$ cat src/rtl/fir_pkg.sv
// Shared types and helpers for the time-multiplexed FIR tap sequencer.
// Optional overrun counter is enabled with FIR_SEQ_OVR_CNT_EN.
package fir_pkg;

    typedef enum logic [2:0] {
        IDLE,
        WRITE,
        RUN,
        DRAIN,
        DONE
    } fir_state_t;

    localparam int unsigned FIR_NBADD_DEF  = 8;
    localparam int unsigned FIR_TAPS_DEF   = 96;
    localparam int unsigned FIR_RD_LAT_DEF = 2;

    // Step a circular-buffer address one sample back in time, wrapping at taps.
    function automatic int unsigned addr_dec_mod(input int unsigned addr, input int unsigned taps);
        return (addr == 0) ? taps - 1 : addr - 1;
    endfunction

endpackage

$ cat src/rtl/fir_valid_pipe.sv
// Tap-valid delay line matching the buffer/ROM read latency; output drives acc_en.
module fir_valid_pipe #(
    parameter int unsigned DEPTH = 2
) (
    input  logic clk,
    input  logic rst_n,
    input  logic i_vld,
    output logic o_vld
);

    logic [DEPTH-1:0] r_vld_p;

    always_ff @(posedge clk or negedge rst_n) begin
        if (!rst_n) begin
            r_vld_p <= '0;
        end else begin
            r_vld_p[0] <= i_vld;
            for (int i = 1; i < DEPTH; i++) begin
                r_vld_p[i] <= r_vld_p[i-1];
            end
        end
    end

    assign o_vld = r_vld_p[DEPTH-1];

endmodule

$ cat src/rtl/fir_tap_sequencer.sv
// Control sequencer for a single-MAC FIR: sample write, tap stepping, accumulator strobes.
// Define FIR_SEQ_OVR_CNT_EN to add the saturating ovr_count output.
module fir_tap_sequencer
    import fir_pkg::*;
#(
    parameter int unsigned NBADD  = FIR_NBADD_DEF,
    parameter int unsigned TAPS   = FIR_TAPS_DEF,
    parameter int unsigned RD_LAT = FIR_RD_LAT_DEF
) (
    input  logic             clk,
    input  logic             rst_n,
    input  logic             sample_valid,
    output logic             sample_ready,
    output logic             buf_we,
    output logic [NBADD-1:0] buf_addr,
    output logic [NBADD-1:0] coef_addr,
    output logic             acc_clr,
    output logic             acc_en,
    output logic             out_valid,
    output logic             busy,
    input  logic             ovr_clr,
    output logic             overrun
`ifdef FIR_SEQ_OVR_CNT_EN
    ,
    output logic [7:0]       ovr_count
`endif
);

    localparam int unsigned CNTW = (RD_LAT > 1) ? $clog2(RD_LAT) : 1;
    localparam logic [NBADD-1:0] LAST_TAP = NBADD'(TAPS - 1);

    fir_state_t       r_state;
    logic             r_ready;
    logic             r_buf_we;
    logic [NBADD-1:0] r_buf_addr;
    logic [NBADD-1:0] r_coef_addr;
    logic             r_acc_clr;
    logic             r_out_valid;
    logic             r_busy;
    logic             r_issue_p0;
    logic [NBADD-1:0] r_wp;
    logic [CNTW-1:0]  r_drain_cnt;
    logic             r_overrun;
    logic             w_drop;
    logic             w_acc_en;

    assign w_drop = sample_valid && !r_ready;

    always_ff @(posedge clk or negedge rst_n) begin
        if (!rst_n) begin
            r_state     <= IDLE;
            r_ready     <= 1'b0;
            r_buf_we    <= 1'b0;
            r_buf_addr  <= '0;
            r_coef_addr <= '0;
            r_acc_clr   <= 1'b0;
            r_out_valid <= 1'b0;
            r_busy      <= 1'b0;
            r_issue_p0  <= 1'b0;
            r_wp        <= '0;
            r_drain_cnt <= '0;
        end else begin
            case (r_state)
                IDLE: begin
                    r_ready <= 1'b1;
                    if (r_ready && sample_valid) begin
                        r_state    <= WRITE;
                        r_ready    <= 1'b0;
                        r_busy     <= 1'b1;
                        r_buf_we   <= 1'b1;
                        r_buf_addr <= r_wp;
                        r_acc_clr  <= 1'b1;
                    end
                end
                WRITE: begin
                    r_buf_we    <= 1'b0;
                    r_acc_clr   <= 1'b0;
                    r_coef_addr <= '0;
                    r_buf_addr  <= r_wp;
                    r_issue_p0  <= 1'b1;
                    r_state     <= RUN;
                end
                RUN: begin
                    // Addresses hold their last value through DRAIN; only the pipe matters there.
                    if (r_coef_addr == LAST_TAP) begin
                        r_issue_p0  <= 1'b0;
                        r_drain_cnt <= '0;
                        r_state     <= DRAIN;
                    end else begin
                        r_coef_addr <= r_coef_addr + NBADD'(1);
                        r_buf_addr  <= NBADD'(addr_dec_mod(32'(r_buf_addr), TAPS));
                    end
                end
                DRAIN: begin
                    if (r_drain_cnt == CNTW'(RD_LAT - 1)) begin
                        r_out_valid <= 1'b1;
                        r_state     <= DONE;
                    end else begin
                        r_drain_cnt <= r_drain_cnt + CNTW'(1);
                    end
                end
                DONE: begin
                    r_out_valid <= 1'b0;
                    r_busy      <= 1'b0;
                    r_ready     <= 1'b1;
                    r_wp        <= (r_wp == LAST_TAP) ? '0 : r_wp + NBADD'(1);
                    r_state     <= IDLE;
                end
                default: begin
                    r_state <= IDLE;
                end
            endcase
        end
    end

    // A drop in the same cycle as a clear must leave the flag set.
    always_ff @(posedge clk or negedge rst_n) begin
        if (!rst_n) begin
            r_overrun <= 1'b0;
        end else if (w_drop) begin
            r_overrun <= 1'b1;
        end else if (ovr_clr) begin
            r_overrun <= 1'b0;
        end
    end

`ifdef FIR_SEQ_OVR_CNT_EN
    logic [7:0] r_ovr_count;

    always_ff @(posedge clk or negedge rst_n) begin
        if (!rst_n) begin
            r_ovr_count <= 8'd0;
        end else if (w_drop) begin
            if (ovr_clr) begin
                r_ovr_count <= 8'd1;
            end else if (r_ovr_count != 8'hFF) begin
                r_ovr_count <= r_ovr_count + 8'd1;
            end
        end else if (ovr_clr) begin
            r_ovr_count <= 8'd0;
        end
    end

    assign ovr_count = r_ovr_count;
`endif

    fir_valid_pipe #(
        .DEPTH (RD_LAT)
    ) u_valid_pipe (
        .clk   (clk),
        .rst_n (rst_n),
        .i_vld (r_issue_p0),
        .o_vld (w_acc_en)
    );

    assign sample_ready = r_ready;
    assign buf_we       = r_buf_we;
    assign buf_addr     = r_buf_addr;
    assign coef_addr    = r_coef_addr;
    assign acc_clr      = r_acc_clr;
    assign acc_en       = w_acc_en;
    assign out_valid    = r_out_valid;
    assign busy         = r_busy;
    assign overrun      = r_overrun;

endmodule

$ cat config.mk
export PLATFORM = sky130hd
export DESIGN_NAME = fir_tap_sequencer
export DESIGN_NICKNAME = d
export VERILOG_FILES = /design/src/rtl/fir_pkg.sv /design/src/rtl/fir_valid_pipe.sv /design/src/rtl/fir_tap_sequencer.sv
export SDC_FILE = /design/constraint.sdc
export NUM_CORES = 1
export LEC_CHECK = 0
export CAP_MARGIN = 20
export CORE_ASPECT_RATIO = 0.6
export CORE_MARGIN = 2
export CORE_UTILIZATION = 33
export DETAILED_ROUTE_END_ITERATION = 16
export GPL_ROUTABILITY_DRIVEN = 0
export GPL_TIMING_DRIVEN = 0
export MAX_ROUTING_LAYER = met4
export SLEW_MARGIN = 20
export SYNTH_ARGS = -nofsm -noshare
export SYNTH_HDL_FRONTEND = slang
export SYNTH_HIERARCHICAL = 1
export SYNTH_SLANG_ARGS = --single-unit
$ cat constraint.sdc
create_clock -name clk -period 3.45 [get_ports clk]
set_clock_uncertainty 0.05 [all_clocks]
set_input_delay 0.5175 -clock clk [delete_from_list [all_inputs] [get_ports clk]]
set_output_delay 0.5175 -clock clk [all_outputs]
set_load 0.01 [all_outputs]
Word level (Yosys, flattened, before mapping)

Cells that the tools add are included.

Register bits after elaboration: 36
Latch bits: 0
RAM bits: 0
Bits in read-only memories: 0
Input port bits: 4
Output and inout bits: 23
Memories: 0

Add/sub/neg operators: 4
Multipliers: 0
Div/mod/pow operators: 0
Order comparisons: 0
Equality and inequality tests: 10
Shift-type cells: 0
Multiplexer cells: 24
Bitwise logic cells: 0
Reductions and logical operators: 20

Operators with widths:

| operator              | number |
|---|---|
| $mux W8               | 5 |
| $pmux W8 S3           | 1 |
| $add A8 B1 Y8 const B | 2 |
| $eq A8 B7 Y1 const B  | 2 |
| $pmux W8 S2           | 1 |
| $pmux W1 S2           | 6 |
| $pmux W3 S4           | 1 |
| $reduce_and A2 Y1     | 6 |
| $reduce_bool A2 Y1    | 6 |
| $mux W3               | 3 |
| $logic_not A8 Y1      | 1 |
| $ne A2 B2 Y1 const B  | 4 |
| $sub A8 B1 Y8 const B | 1 |
| $mux W1               | 7 |
| $eq A3 B2 Y1 const B  | 2 |
| $reduce_and A3 Y1     | 2 |
| $eq A3 B1 Y1 const B  | 1 |
| $eq A3 B3 Y1 const B  | 1 |
| $logic_not A3 Y1      | 1 |
| $reduce_bool A3 Y1    | 1 |
| $logic_and A1 B1 Y1   | 2 |
| $add A1 B1 Y1 const B | 1 |
| $logic_not A1 Y1      | 1 |

Depth between registers and ports, before layout

Gate-level depths: netlist of run 1.

Word-level depth: 4
Gate-level depth with buffers: 7
Gate-level depth less buffers: 6

By module

The synthesis of run 1 kept the hierarchy.

Modules (own cells, without submodules):

| module            | times used | cells each | area each (um^2) | sequential area each (um^2) |
|---|---|---|---|---|
| fir_tap_sequencer | 1          | 193        | 1873.0           | 850.8 |
| fir_valid_pipe    | 1          | 2          | 50.0             | 50.0 |

Worst setup path before layout of run 1

No wires, ideal clock.

Kind: register to register
From: reg r_coef_addr[0], in the netlist coef_addr[0]
To: reg r_coef_addr[3], in the netlist coef_addr[3]
Data arrival time: 1628 ps
Slack: 1651 ps
Stages on the path, launching flop included: 7
Path buffers: 1
Period minus slack after synthesis: 1799 ps
Path through: dfrtp_1 > ha_1 > and3_1 > buf_6 > a31o_2 > a22o_2 > a22o_1

Cells in the longest elaborated chain, start to end: 3

Ends and longest elaborated chain:

| element                                                 | line                                             | source |
|---|---|---|
| start: declaration                                      | fir_tap_sequencer.sv:36                          | `logic [NBADD-1:0] r_coef_addr;` |
| start signal: assignment                                | fir_tap_sequencer.sv:90                          | `r_coef_addr <= r_coef_addr + NBADD'(1);` |
| $add A8 B1 Y8 / $eq A8 B7 Y1 (equally long branches)    | fir_tap_sequencer.sv:90, fir_tap_sequencer.sv:85 |  |
| $mux W8 / $ne A2 B2 Y1 (equally long branches)          | -                                                |  |
| $pmux W8 S2 / $reduce_and A2 Y1 (equally long branches) | -                                                |  |

Parallel ways exist; a longest one is shown, timed or not. The select of a mux whose other input is x is not followed.
A chain may end at the register's enable or synchronous reset.

Worst setup path after layout of run 1

From: reg r_buf_addr[0], in the netlist buf_addr[0]
To: reg r_buf_addr[0], in the netlist buf_addr[0]

Cells in the longest elaborated chain, start to end: 4

Ends and longest elaborated chain:

| element                                                  | line                    | source |
|---|---|---|
| start: declaration                                       | fir_tap_sequencer.sv:35 | `logic [NBADD-1:0] r_buf_addr;` |
| start signal: assignment                                 | fir_tap_sequencer.sv:71 | `r_buf_addr <= r_wp;` |
| start signal: assignment                                 | fir_tap_sequencer.sv:79 | `r_buf_addr <= r_wp;` |
| start signal: assignment                                 | fir_tap_sequencer.sv:91 | `r_buf_addr <= NBADD'(addr_dec_mod(32'(r_buf_addr), TAPS));` |
| $sub A8 B1 Y8 / $logic_not A8 Y1 (equally long branches) | fir_pkg.sv:19           | `return (addr == 0) ? taps - 1 : addr - 1;` |
| $mux W8 *                                                | fir_pkg.sv:19           |  |
| $mux W8 *                                                | fir_tap_sequencer.sv:85 | `if (r_coef_addr == LAST_TAP) begin` |
| $pmux W8 S3 *                                            | fir_tap_sequencer.sv:63 | `case (r_state)` |

Every way passes the cells marked *; elsewhere a longest branch is shown, timed or not. The select of a mux whose other input is x is not followed.

==> flow_summary.ini, run 1 <==
[cts]
post_cts_resized = 0
numCtsBuffers = 5
worstSkewPairLatency_ps = 300
htreeDepth = 2
clkSinkCount = 36
cts_tree = done
cts_hold_buf = 0
cts-root-buf = clkbuf_8
postCtsSetupBuffers = 0
clk_pin_slew_ps = 80
clockBufferDepth = 2

[floorplanning]
dieArea_sq_um = 6474
die_h_microns = 63.13
initial_core_util_pct = 34.36
die_x_microns = 102.6
core_area_sq_um = 5597
num_rows = 21
ioPinCount = 27

[yosys]
synth_ff_type = dfrtp_1
yosysSeqAreaShare_pct = 46.84
synth_nets = 203
ys_warn_count = 6
synth_cells = 195
synth-seq-cells = 36
synth_cell_types = 48
syn_area_sq_um = 1923
synthArstFlopShare_pct = 100.0
syn_avg_cell_area_sq_um = 9.862
synth_edf_count = 0

[grt]
grtUsageTotal_pct = 15.87
grt_first_pass_wirelength_microns = 7617
grt_max_degree = 25
antenna_found_initial = 0
gr-total-overflow = 0
grt_pass1_vias = 1486

[layout]
diodes = 0
ff_latch_area_sq_um = 900.9
fillers = 547
multi_input_area_sq_um = 909.6
drive_above_1_share_pct = 12.17
fin_area_sq_um = 2389
area_delta_synth_final_pct = 24.20
nNetsFinal = 237

[drt]
wl_per_cell_microns = 14.48
vias = 1581
dr.pass1.iters = 4
drt_wl_total_microns = 4490
drtIter0Drc = 82
wl_met3_microns = 234
wl_met1_microns = 2461
ant_nets = 0
drt-vias-per-instance = 5.100
dr_wl_met2_microns = 1728
drcViolationCount = 0
maxUsedRoutingLayer = met4

[worst_setup_path]
path_buf_inv = 1
critical_path_class = reg2reg
worstSetupStartpointType = register
cp_slowest_stage_delay_ps = 470
cp.arrival_ps = 2240
slowest_stage = nor4b_1
crit_family = compound AO/OA/AOI/OAI gates
worstSetupEndpointType = register
rrSetupSlack_ps = 1370
critPathMaxFanout = 5
required_ps = 3610
path_cells = inv_1 > ha_1 > nor4b_1 > a21oi_1 > a221o_2 > o21ai_0

[sta]
slew-limit-headroom_pct = 47.25
tns_ps = 0
finalCritPeriodShare_pct = 60.24
tightestPinTransition_ps = 789.5
grt_setup_unrepaired = no
finalMaxSlewViolations = 0
period_needed_ps = 2078
max_freq_mhz = 481.2
setup_viol = 0
finalHoldViolCount = 0

[power]
p_leak_nw = 0.9884
ir_drop_mv = 0.3440
power_density_nw_per_um2 = 890.9

[run]
cap_violations = 0

[placed_design]
portBuffers = 26
hpwl_microns = 3268
dpl_cell_area_sq_um = 2298

[min_path]
hold_class = in2async

[run_status]
status = finished clean
-- sequential cells by signal (all words and copies together) (netlist names), 2 cells and up --
signal	cells
buf_addr	8
coef_addr	8
r_state	3
r_wp	8
u_valid_pipe/r_vld_p	2
-- metal layers --
layer	up-vias	global-route usage [%]
met1	757	24.69
li1	778	-
met3	7	3.996
met5	-	-
met2	39	19.36
met4	0	5.500
-- synthesized netlist by cell type (2+ instances only) --
cell	n	area, sq um
dfrtp_1	36	900.9
o2bb2ai_1	3	26.28
nand4_1	2	12.51
nor3_1	8	40.04
nor2_1	14	52.55
xnor2_1	4	35.03
a22oi_1	4	30.03
buf_6	5	56.30
o22ai_1	3	18.77
nand3_1	13	65.06
ha_1	4	50.05
inv_1	9	33.78
a22o_1	2	17.52
a31oi_1	2	12.51
a21o_1	3	22.52
nand2_1	20	75.07
nor3b_1	2	15.01
o21ai_0	10	50.05
a21oi_1	9	45.04
a2bb2oi_1	5	43.79
buf_4	2	15.01
and3_1	3	18.77
mux2i_1	4	40.04
nand2b_1	3	18.77
or3_1	2	12.51
-- cell type report --
cell class	instances	share of cell area [%]
Buffer	9	3.300
Timing Repair Buffer	27	11.52
Inverter	9	1.414
Tap cell	80	4.191
Sequential cell	36	37.72
Clock buffer	8	3.772
Multi-Input combinational cell	141	38.08
-- worst paths after layout --
kind,from,cells after the start,end
worst max-delay path,buf_addr[0]$_DFFE_PN0P_,6,buf_addr[0]$_DFFE_PN0P_
worst min-delay path,rst_n,1,coef_addr[2]$_DFFE_PN0P_
worst max register to register,buf_addr[0]$_DFFE_PN0P_,6,buf_addr[0]$_DFFE_PN0P_
worst min register to register,u_valid_pipe/r_vld_p[0]$_DFF_PN0_,0,u_valid_pipe/r_vld_p[1]$_DFF_PN0_
max in group asynchronous,rst_n,2,buf_addr[1]$_DFFE_PN0P_
min in group clk,u_valid_pipe/r_vld_p[0]$_DFF_PN0_,0,u_valid_pipe/r_vld_p[1]$_DFF_PN0_
-- where the power goes --
group / switching, W / leakage, nW / internal (W)
Clock: 0.000154 / 0.0455 / 0.000163
Combinational: 0.000576 / 0.497 / 0.000543
Sequential: 0.000146 / 0.446 / 0.000545
-- logic make-up after synthesis --
family | synth area share (%)
muxes | 2.082
buffers and inverters | 5.855
DFF | 46.84
AOI/OAI and AO/OA | 18.87
xor gates and xnor gates | 1.822
adders and majority gates | 2.603
and+or+nand+nor | 21.93
-- per-stage QoR --
stage / setup slack, ps / util, % / hold slack, ps / power (W) / cells
after floorplan: 1651 / - / 171.9 / 0.001423 / 195
after global placement: 914.8 / 40.80 / 287.0 / 0.001800 / 301
after detailed placement: 1311 / 41.07 / 287.1 / 0.001811 / 302
after CTS: 1384 / 42.68 / 65.81 / 0.002139 / 310
after global routing: 1251 / 42.68 / 76.19 / 0.002305 / 310
final: 1372 / 42.68 / 57.86 / 0.002128 / 310
-- cell usage in the layout, fill, tap and decap left out, types with 2 or more instances in the layout --
cell / instances
a22o_1: 2
xnor2_1: 4
nor2_1: 14
a22oi_1: 4
nand2_1: 20
clkbuf_1: 3
mux2i_1: 4
a21oi_1: 9
or3_1: 2
ha_1: 4
nand4_1: 2
a2bb2oi_1: 5
a21o_1: 3
o21ai_0: 10
o22ai_1: 3
buf_4: 2
nand2b_1: 3
buf_6: 5
and3_1: 3
dfrtp_1: 36
inv_1: 9
nand3_1: 13
nor3b_1: 2
a31oi_1: 2
nor3_1: 8
o2bb2ai_1: 3
clkdlybuf4s50_1: 25
clkbuf_8: 6
Note: power is estimated with default switching activity, not from simulation.
==> inputs of run 2 (changes only) <==
- clock period: 3.45 -> 2 ns (I/O delays scaled with it)
==> run 2 against run 1 <==
Effect of this change: first-iteration DRC count is 1.2% lower; final cell count is 0.32% higher; worst setup slack worse by 1300 ps; sequential share of layout area is 0.72 points lower; cell area is 1.9% higher; fmax is 10% higher; clock power is 73% higher; combinational power is 76% higher; routed wire length is 1.4% higher; clock-buffer cell count stayed put; die area stayed put; critical path type unchanged.
==> flow_summary.ini, run 2 (synthesized netlist as in run 1, its figures left out) <==
[worst_setup_path]
critical_path_class = reg2reg
cp_slowest_stage_delay_ps = 440
r2r_end = buf_addr[4]$_DFFE_PN0P_
path_cells = ha_1 > and3_1 > buf_6 > a31o_2 > buf_6 > a22oi_1 > a2bb2oi_1
worstSetupEndpointType = register
slowest_stage = dfrtp_1
rrSetupSlack_ps = 110
crit_path_frequent_cell = buf_6
critPathMaxFanout = 10
worstSetupStartpointType = register
required_ps = 2170
r2r_cells = 7
rr_startpoint = coef_addr[0]$_DFFE_PN0P_
cp.arrival_ps = 2050

[power]
ir_drop_mv = 0.5949
power.total_w = 0.003727
p_leak_nw = 1.007
power_density_nw_per_um2 = 1531

[sta]
finalCritPeriodShare_pct = 94.27
grt_setup_unrepaired = no
period_needed_ps = 1885
slew-limit-headroom_pct = 60.44
setup_viol = 0
max_freq_mhz = 530.4
tightestPinTransition_ps = 588.9
finalHoldViolCount = 0
finalMaxSlewViolations = 0
fin_ws_ps = 114.6

[cts]
cts_tree = done
numCtsBuffers = 5
clk_pin_slew_ps = 80
clkSinkCount = 36
clockBufferDepth = 2
worstSkewPairLatency_ps = 290
htreeDepth = 2
cts-root-buf = clkbuf_8

[grt]
antenna_found_initial = 0
grtUsageTotal_pct = 15.97
grt_max_degree = 25
grt_first_pass_wirelength_microns = 7665
gr-total-overflow = 0
grt_pass1_vias = 1494

[drt]
ant_nets = 0
drcViolationCount = 0
vias = 1596
drt_wl_total_microns = 4553
dr.pass1.iters = 4
drt-vias-per-instance = 5.132
wl_per_cell_microns = 14.64
drtIter0Drc = 81

[run]
cap_violations = 0

[layout]
final_common_cell = dfrtp_1
diodes = 0
area_delta_synth_final_pct = 26.61
drive_above_1_share_pct = 13.85
layout_common_cells = 36 x dfrtp_1, 25 x clkdlybuf4s50_1, 19 x nand2_1, 14 x nor2_1, 13 x nand3_1
nNetsFinal = 238

[floorplanning]
initial_core_util_pct = 34.36
ioPinCount = 27
num_rows = 21
die_x_microns = 102.6
die_h_microns = 63.13
core_area_sq_um = 5597
dieArea_sq_um = 6474

[placed_design]
place_ws_ps = -22.33
portBuffers = 26
hpwl_microns = 3268

[min_path]
worstHoldPathCells = 0
worst_hold_path.endpoint = u_valid_pipe/r_vld_p[1]$_DFF_PN0_
hold_class = reg2reg
worstHoldStart = u_valid_pipe/r_vld_p[0]$_DFF_PN0_

[run_status]
status = finished clean
## run 2: how the worst max path moves through the flow
stage / startpoint / slack, ps / depth (start not counted) / end
2_1_floorplan: coef_addr[0]$_DFFE_PN0P_ / 200 / 6 / coef_addr[3]$_DFFE_PN0P_
4_1_cts: coef_addr[0]$_DFFE_PN0P_ / 30 / 6 / coef_addr[7]$_DFFE_PN0P_
3_3_place_gp: rst_n / -320 / 1 / r_state[1]$_DFFE_PN0P_
5_1_grt: coef_addr[0]$_DFFE_PN0P_ / 10 / 7 / buf_addr[6]$_DFFE_PN0P_
6_report: coef_addr[0]$_DFFE_PN0P_ / 110 / 7 / buf_addr[4]$_DFFE_PN0P_
3_5_place_dp: buf_addr[0]$_DFFE_PN0P_ / -20 / 6 / buf_addr[0]$_DFFE_PN0P_
## run 2: timing repair
| item | in CTS | in global routing |
|---|---|---|
| hold buffers | 1 | 0 |
| buffers inserted | 0 | 0 |
| gates resized for setup | 1 | 5 |
| setup endpoints to repair | 1 | 9 |
| hold endpoints to repair | 12 | 0 |
## run 2: stage by stage
| step | utilization, % | hold WS (ps) | TNS (ps) | cell area, sq um | cells |
|---|---|---|---|---|---|
| after global routing | 43.51 | 311.3 | 0 | 2435 | 311 |
| after floorplan | - | -45.59 | 0 | 1923 | 195 |
| final | 43.51 | 301.7 | 0 | 2435 | 311 |
| after detailed placement | 41.07 | 168.0 | -22.33 | 2298 | 302 |
| after global placement | 40.80 | 287.0 | -11450 | 2283 | 301 |
| after CTS | 42.97 | 303.7 | 0 | 2405 | 311 |
## run 2: metal layers
metal	routed length (microns)	share of wire [%]	GRT usage, %
met1	2504	55	24.76
met2	1757	39	19.61
met3	221	4.9	3.996
met4	70	1.5	5.500
met5	0	0	-
## run 2: layout make-up
type,count,area (sq um)
clock buffers,8,90.09
fillers,542,3162
flip-flops and latches,36,900.9
repair buffers,28,285.3
well taps,80,100.1
inverters,9,33.78
multi-input cells,141,945.9
plain buffers,9,78.83
## run 2: critical path, delay by kind of cell (launching register included)
kind,cells,cell delay (ps)
compound gates,3,610
fa+ha+maj,1,250
buf+inv,2,280
flops,1,440
simple gates,1,170
## run 2: power breakdown
group / internal, W / leakage (nW) / total, W / switching [W]
clock: 0.000281 / 0.0455 / 0.000547 / 0.000266
combinational: 0.000969 / 0.515 / 0.00197 / 0.00101
sequential: 0.000939 / 0.446 / 0.00121 / 0.000266
